==> config.mk <==
export PLATFORM = sky130hd
export DESIGN_NAME = console_cursor_ctrl
export DESIGN_NICKNAME = d
export VERILOG_FILES = /design/src/rtl/console_cursor_ctrl.sv
export SDC_FILE = /design/constraint.sdc
export NUM_CORES = 1
export LEC_CHECK = 0
export CAP_MARGIN = 20
export CORE_MARGIN = 2
export CORE_UTILIZATION = 46
export DETAILED_ROUTE_END_ITERATION = 10
export PLACE_DENSITY = 0.84
export SYNTH_ARGS = -nofsm -noshare
export SYNTH_HDL_FRONTEND = slang
export SYNTH_SLANG_ARGS = --single-unit
==> constraint.sdc <==
create_clock -name clk -period 2.7 [get_ports clk]
set_clock_uncertainty 0.15 [all_clocks]
set_input_delay 0.54 -clock clk [delete_from_list [all_inputs] [get_ports clk]]
set_output_delay 0.54 -clock clk [all_outputs]
set_load 0.02 [all_outputs]
==> src/rtl/console_cursor_ctrl.sv <==
`default_nettype none
// ============================================================================
// Module      : console_cursor_ctrl
// Description : Terminal-style write sequencer for the text console buffer:
//               glyph put, wrap, LF/CR/BS, form-feed clear and scroll.
//               Optional macro CONSOLE_VBLANK_SYNC_EN holds scroll/clear
//               until vertical blanking.
// Revision    : 1.0 - initial release
// ============================================================================
module console_cursor_ctrl #(
    parameter int             NUM_ROWS = 3,
    parameter int             NUM_COLS = 10,
    parameter int             ADDR_W   = 5,
    parameter logic [7:0]     BLANK_CH = 8'h20
) (
    input  logic              clk,
    input  logic              rst_n,
    input  logic              char_valid,
    input  logic [7:0]        char_data,
    output logic              char_ready,
    input  logic              vblank,
    output logic [ADDR_W-1:0] buf_raddr,
    input  logic [7:0]        buf_rdata,
    output logic              buf_we,
    output logic [ADDR_W-1:0] buf_waddr,
    output logic [7:0]        buf_wdata,
    output logic [1:0]        cur_row,
    output logic [3:0]        cur_col,
    output logic              busy
);

    localparam logic [2:0] S_IDLE       = 3'd0;
    localparam logic [2:0] S_PUT        = 3'd1;
    localparam logic [2:0] S_CTRL       = 3'd2;
    localparam logic [2:0] S_SCROLL     = 3'd4;
    localparam logic [2:0] S_CLEAR_LINE = 3'd5;
    localparam logic [2:0] S_CLEAR_ALL  = 3'd6;

`ifdef CONSOLE_VBLANK_SYNC_EN
    localparam logic [2:0] S_WAIT_VB    = 3'd3;
    localparam logic [2:0] S_SCROLL_ENT = S_WAIT_VB;
    localparam logic [2:0] S_CLEAR_ENT  = S_WAIT_VB;
`else
    localparam logic [2:0] S_SCROLL_ENT = S_SCROLL;
    localparam logic [2:0] S_CLEAR_ENT  = S_CLEAR_ALL;
`endif

    localparam logic [ADDR_W-1:0] C_COLS          = ADDR_W'(NUM_COLS);
    localparam logic [ADDR_W-1:0] C_LAST_CELL     = ADDR_W'(NUM_ROWS*NUM_COLS-1);
    localparam logic [ADDR_W-1:0] C_SCROLL_LAST   = ADDR_W'((NUM_ROWS-1)*NUM_COLS-1);
    localparam logic [ADDR_W-1:0] C_LAST_ROW_BASE = ADDR_W'((NUM_ROWS-1)*NUM_COLS);
    localparam logic [ADDR_W-1:0] C_LAST_COL_IDX  = ADDR_W'(NUM_COLS-1);
    localparam logic [1:0]        C_LAST_ROW      = 2'(NUM_ROWS-1);
    localparam logic [3:0]        C_LAST_COL      = 4'(NUM_COLS-1);

    localparam logic [6:0] C_LF = 7'h0A;
    localparam logic [6:0] C_CR = 7'h0D;
    localparam logic [6:0] C_BS = 7'h08;
    localparam logic [6:0] C_FF = 7'h0C;

    logic [2:0]        state_q, state_d;
    logic [1:0]        cur_row_q, cur_row_d;
    logic [3:0]        cur_col_q, cur_col_d;
    logic [ADDR_W-1:0] idx_q, idx_d;
    logic [ADDR_W-1:0] buf_raddr_q, buf_raddr_d;
    logic              buf_we_q, buf_we_d;
    logic [ADDR_W-1:0] buf_waddr_q, buf_waddr_d;
    logic [7:0]        buf_wdata_q, buf_wdata_d;
    logic [6:0]        code;
    logic [ADDR_W-1:0] cur_addr;

`ifdef CONSOLE_VBLANK_SYNC_EN
    logic              pend_clear_q, pend_clear_d;
`else
    logic              unused_vblank;
    assign unused_vblank = vblank;
`endif

    assign code     = char_data[6:0];
    assign cur_addr = ADDR_W'(cur_row_q) * C_COLS + ADDR_W'(cur_col_q);

    always_comb begin
        state_d     = state_q;
        cur_row_d   = cur_row_q;
        cur_col_d   = cur_col_q;
        idx_d       = idx_q;
        buf_we_d    = 1'b0;
        buf_waddr_d = buf_waddr_q;
        buf_wdata_d = buf_wdata_q;
`ifdef CONSOLE_VBLANK_SYNC_EN
        pend_clear_d = pend_clear_q;
`endif
        case (state_q)
            S_IDLE: begin
                if (char_valid) begin
                    if (code >= 7'h20 && code <= 7'h7E) begin
                        state_d     = S_PUT;
                        buf_we_d    = 1'b1;
                        buf_waddr_d = cur_addr;
                        buf_wdata_d = char_data;
                    end else if (code == C_LF) begin
                        cur_col_d = 4'd0;
                        if (cur_row_q == C_LAST_ROW) begin
                            state_d = S_SCROLL_ENT;
                            idx_d   = '0;
`ifdef CONSOLE_VBLANK_SYNC_EN
                            pend_clear_d = 1'b0;
`endif
                        end else begin
                            cur_row_d = cur_row_q + 2'd1;
                            state_d   = S_CTRL;
                        end
                    end else if (code == C_FF) begin
                        state_d = S_CLEAR_ENT;
                        idx_d   = '0;
`ifdef CONSOLE_VBLANK_SYNC_EN
                        pend_clear_d = 1'b1;
`endif
                    end else begin
                        state_d = S_CTRL;
                        if (code == C_CR) begin
                            cur_col_d = 4'd0;
                        end else if (code == C_BS && cur_col_q != 4'd0) begin
                            cur_col_d = cur_col_q - 4'd1;
                        end
                    end
                end
            end
            S_PUT: begin
                if (cur_col_q == C_LAST_COL) begin
                    cur_col_d = 4'd0;
                    if (cur_row_q == C_LAST_ROW) begin
                        // Wrap on the bottom row chains straight into the scroll.
                        state_d = S_SCROLL_ENT;
                        idx_d   = '0;
`ifdef CONSOLE_VBLANK_SYNC_EN
                        pend_clear_d = 1'b0;
`endif
                    end else begin
                        cur_row_d = cur_row_q + 2'd1;
                        state_d   = S_IDLE;
                    end
                end else begin
                    cur_col_d = cur_col_q + 4'd1;
                    state_d   = S_IDLE;
                end
            end
            S_CTRL: state_d = S_IDLE;
`ifdef CONSOLE_VBLANK_SYNC_EN
            S_WAIT_VB: begin
                if (vblank) begin
                    state_d = pend_clear_q ? S_CLEAR_ALL : S_SCROLL;
                end
            end
`endif
            S_SCROLL: begin
                buf_we_d    = 1'b1;
                buf_waddr_d = idx_q;
                buf_wdata_d = buf_rdata;
                if (idx_q == C_SCROLL_LAST) begin
                    idx_d   = '0;
                    state_d = S_CLEAR_LINE;
                end else begin
                    idx_d = idx_q + ADDR_W'(1);
                end
            end
            S_CLEAR_LINE: begin
                buf_we_d    = 1'b1;
                buf_waddr_d = C_LAST_ROW_BASE + idx_q;
                buf_wdata_d = BLANK_CH;
                if (idx_q == C_LAST_COL_IDX) begin
                    idx_d   = '0;
                    state_d = S_IDLE;
                end else begin
                    idx_d = idx_q + ADDR_W'(1);
                end
            end
            S_CLEAR_ALL: begin
                buf_we_d    = 1'b1;
                buf_waddr_d = idx_q;
                buf_wdata_d = BLANK_CH;
                if (idx_q == C_LAST_CELL) begin
                    idx_d     = '0;
                    cur_row_d = 2'd0;
                    cur_col_d = 4'd0;
                    state_d   = S_IDLE;
                end else begin
                    idx_d = idx_q + ADDR_W'(1);
                end
            end
            default: state_d = S_IDLE;
        endcase
    end

    // Read address is registered, so it is presented one cycle ahead of the
    // scroll step that consumes the asynchronous read data.
    assign buf_raddr_d = (state_d == S_SCROLL) ? (idx_d + C_COLS) : buf_raddr_q;

    always_ff @(posedge clk) begin
        if (!rst_n) begin
            state_q     <= S_IDLE;
            cur_row_q   <= 2'd0;
            cur_col_q   <= 4'd0;
            idx_q       <= '0;
            buf_raddr_q <= '0;
            buf_we_q    <= 1'b0;
            buf_waddr_q <= '0;
            buf_wdata_q <= 8'h00;
        end else begin
            state_q     <= state_d;
            cur_row_q   <= cur_row_d;
            cur_col_q   <= cur_col_d;
            idx_q       <= idx_d;
            buf_raddr_q <= buf_raddr_d;
            buf_we_q    <= buf_we_d;
            buf_waddr_q <= buf_waddr_d;
            buf_wdata_q <= buf_wdata_d;
        end
    end

`ifdef CONSOLE_VBLANK_SYNC_EN
    always_ff @(posedge clk) begin
        if (!rst_n) begin
            pend_clear_q <= 1'b0;
        end else begin
            pend_clear_q <= pend_clear_d;
        end
    end
`endif

    assign char_ready = (state_q == S_IDLE);
    assign busy       = (state_q != S_IDLE);
    assign buf_raddr  = buf_raddr_q;
    assign buf_we     = buf_we_q;
    assign buf_waddr  = buf_waddr_q;
    assign buf_wdata  = buf_wdata_q;
    assign cur_row    = cur_row_q;
    assign cur_col    = cur_col_q;

endmodule
`default_nettype wire
==> key figures <==
Synthesis
  – Syn. warnings: 0
  – Flops & latches, synth: 33
  – Post-synth EDFFs: 0
  – Post-synthesis cell type count: 64
  – Syn Inst Count: ~260
  – Asr flop ratio synth: 0%
  – Sequential share of the synthesized area: 30.4%
  – Synthesized area per cell: approximately 8.3 um^2
  – Syn nets: 296
  – Synth Flop Type: dfxtp_1
  – Mapped cell area: around 2200 um^2

Clock tree
  – Skew-Pair Late Insertion Delay: 0.30 ns
  – Root buf cell: clkbuf_8
  – CTS buffer count: 5
  – CTS sink cnt: 33
  – CTS tree: built
  – Clock transition at path regs: 0.07 ns
  – Htree depth: 2
  – Max Buffers Root-to-Sink: 2

Drt
  – DRC: 0
  – Antenna Nets Post-Route: 0
  – Router iterations before antenna repair: 5
  – WL per Instance: 17.8 um
  – 1st-iter DRT viols: about 260
  – Routed wire length: 6910 um
  – Vias/cell: roughly 6.0
  – Via count: 2349

STA
  – Tmin final: 2.63 ns
  – Slew margin rel.: 57.6%
  – Final cycle utilization of the critical path: 97.6%
  – Unrepaired setup endpoints after global routing: no
  – Hold Vio Cnt, Final: 0
  – Setup total negative slack: 0 ns
  – Endpoints failing setup: 0
  – Worst Tran Pin Value: 0.636 ns
  – FMAX: between 300 and 400 MHz
  – Slew Limit Fails: 0

Worst setup path
  – CP Max Fanout: 7
  – Crit-path cells: inv_1, nand3_1, inv_1, clkdlybuf4s50_1
  – Critical path data required time: 2.01 ns
  – R2r setup slk: 0.17 ns
  – WP depth: 4
  – Arr. time, crit path: 1.94 ns
  – Crit. End Element: output pin
  – Reg2reg path depth: 10
  – Buf+Inv Stages, Crit Path: 3
  – R2R Path Start: idx_q[1]$_SDFF_PN0_
  – Crit path top cell by count: inv_1
  – Critical R2R Capture: buf_raddr[4]$_SDFFE_PN0N_
  – Crit Path Category: reg2out
  – Crit path max-delay family: buffers and inverters
  – CP max-delay cell: clkdlybuf4s50_1
  – Critical Path Source Type: flop
  – Max incr delay on CP: 0.62 ns

Run status
  – Status: finished, final reports clean

Die
  – Die W: between 70 and 80 um
  – DIE AREA: between 5000 and 6000 um^2
  – Ports: 47
  – Die Height: ~73 um
  – Starting Density: 48.8%
  – Core ar.: ~4400 um^2
  – Num rows: 24

Global route
  – First-pass GRT wire length: 11100 um
  – Initial antenna violation count: 0
  – Gr ovfl total: 0
  – Vias in the first global route: between 2000 and 2500
  – Largest net degree at the start of global routing: 17
  – GRT Total Usage: 27.2%

Layout
  – Util after Layout: 68.6%
  – Area grow syn2layout: 40.5%
  – Most frequent cells in the layout: clkdlybuf4s50_1, dfxtp_1, buf_4
  – Most common cell after layout, fill and taps aside: clkdlybuf4s50_1
  – Final nets: 370
  – Diodes inserted: 0
  – Share of cells above drive strength 1: 18.7%
  – Non-filler cells, final: 389

Power and ir drop
  – Switch share: 26.9%
  – Comb pwr share: 19.6%
  – Clock power share: 38.9%
  – P_sw: 342 uW
  – P_leak: roughly 0.0012 uW
  – PD cells: 416 nW/um^2
  – Internal power: roughly 930 uW
  – Post-layout total power: 1270 uW
  – Worst vdd rail ir drop: 0.359 mV
  – Flop pwr share: 41.4%

Placed design
  – DP HPWL: 4730 um
  – Routability cong.: approximately 0.88
  – # port buffers: 45
  – DP Cell Count: 379

Run
  – Max-cap viol count: 0

Hold path
  – Worst Hold End: buf_wdata[5]$_SDFFE_PN0P_
  – Worst Hold Depth: 2
  – Worst hold path class: reg2reg
  – Hold_sp: buf_wdata[5]$_SDFFE_PN0P_
==> worst min-delay path, delay by kind of cell (launching register included) <==
family          cells  cell delay [ns]
flops               1             0.32
simple gates        1             0.07
compound gates      1             0.06
==> sequential cells by signal (all words and copies together) (netlist names) <==
signal     cells
buf_waddr      5
cur_col        4
buf_raddr      5
cur_row        2
idx_q          5
buf_wdata      8
state_q        3
buf_we         1
==> power by group through the flow <==
stage | clock [uW] | combinational, uW | sequential (uW)
2_1_floorplan | 0 | 100 | 555
3_3_place_gp | 0 | 233 | 535
3_5_place_dp | 0 | 239 | 535
4_1_cts | 487 | 244 | 525
5_1_grt | 510 | 264 | 528
6_report | 494 | 249 | 526
==> cells in the mapped netlist, types with 2 or more instances <==
cell / n / area (um^2)
dfxtp_1: 33 / 661
o21ai_0: 25 / 125
inv_1: 22 / 82.6
nand2_1: 22 / 82.6
a21oi_1: 19 / 95.1
nor2_1: 19 / 71.3
ha_1: 13 / 163
nand3_1: 9 / 45.0
mux2i_1: 7 / 70.1
nor3_1: 7 / 35.0
a211oi_1: 6 / 45.0
clkbuf_1: 6 / 22.5
nand2b_1: 4 / 25.0
xnor2_1: 4 / 35.0
a22oi_1: 3 / 22.5
nand3b_1: 3 / 22.5
o31ai_1: 3 / 22.5
a21o_1: 2 / 15.0
and2_1: 2 / 12.5
and3b_1: 2 / 17.5
buf_2: 2 / 10.0
clkbuf_8: 2 / 27.5
nand4_1: 2 / 12.5
nor2b_1: 2 / 12.5
o211a_1: 2 / 20.0
o22ai_1: 2 / 12.5
or2b_2: 2 / 17.5
==> area by class of cell <==
cell class	instances	area, um^2
multi-input combinational	196	1410
fill	333	1400
timing repair buffer	78	714
sequential	33	662
clock buffer	7	86.3
inverter	22	82.6
tap	52	65.1
clock inverter	1	30.0
==> how the worst max path moves through the flow <==
stage	startpoint	end	slack [ns]
finish	state_q[2]$_SDFF_PN0_	char_ready	0.07
global route	char_data[1]	buf_wdata[4]$_SDFFE_PN0P_	0.02
CTS	char_data[6]	buf_raddr[2]$_SDFFE_PN0N_	0.02
detailed placement	char_data[4]	buf_raddr[2]$_SDFFE_PN0N_	-0.49
global placement	char_data[4]	buf_raddr[2]$_SDFFE_PN0N_	-0.38
floorplan	char_data[4]	buf_raddr[2]$_SDFFE_PN0N_	0.07
==> cells by family (layout without fill, tap and decap cells) <==
logic type	Yosys count	after routing	share of synthesized area, %
buffers and inverters	33	108	6.92
muxes	8	8	3.75
xor gates and xnor gates	4	4	1.61
adders and majority gates	14	14	8.42
AOI/OAI and AO/OA	83	83	26.6
and+or+nand+nor	87	87	22.2
DFF	33	33	30.4
==> per-layer routing <==
metal  up-vias  wire length (um)  GRT usage (%)
met2       130              3460           45.3
li1       1088                 -              -
met3        27               491           6.08
met1      1104              2720           33.0
met4         0               240           13.6
met5         -                 0              0
==> repair_timing <==
item	CTS	global route
gates resized for setup	6	10
hold buffers	0	0
pin swaps	5	4
endpoints found under the setup margin	5	9
setup buffers	1	2
==> per-stage QoR <==
| stage | area (um^2) | hold WS (ns) | setup slack (ns) |
|---|---|---|---|
| floorplan | 2170 | 0.368 | 0.0655 |
| global placement | 2850 | 0.316 | -0.379 |
| detailed placement | 2850 | 0.327 | -0.488 |
| CTS | 3000 | 0.347 | 0.0182 |
| global route | 3050 | 0.376 | 0.0158 |
| finish | 3050 | 0.347 | 0.0659 |
Note: power is estimated with default switching activity, not from simulation.
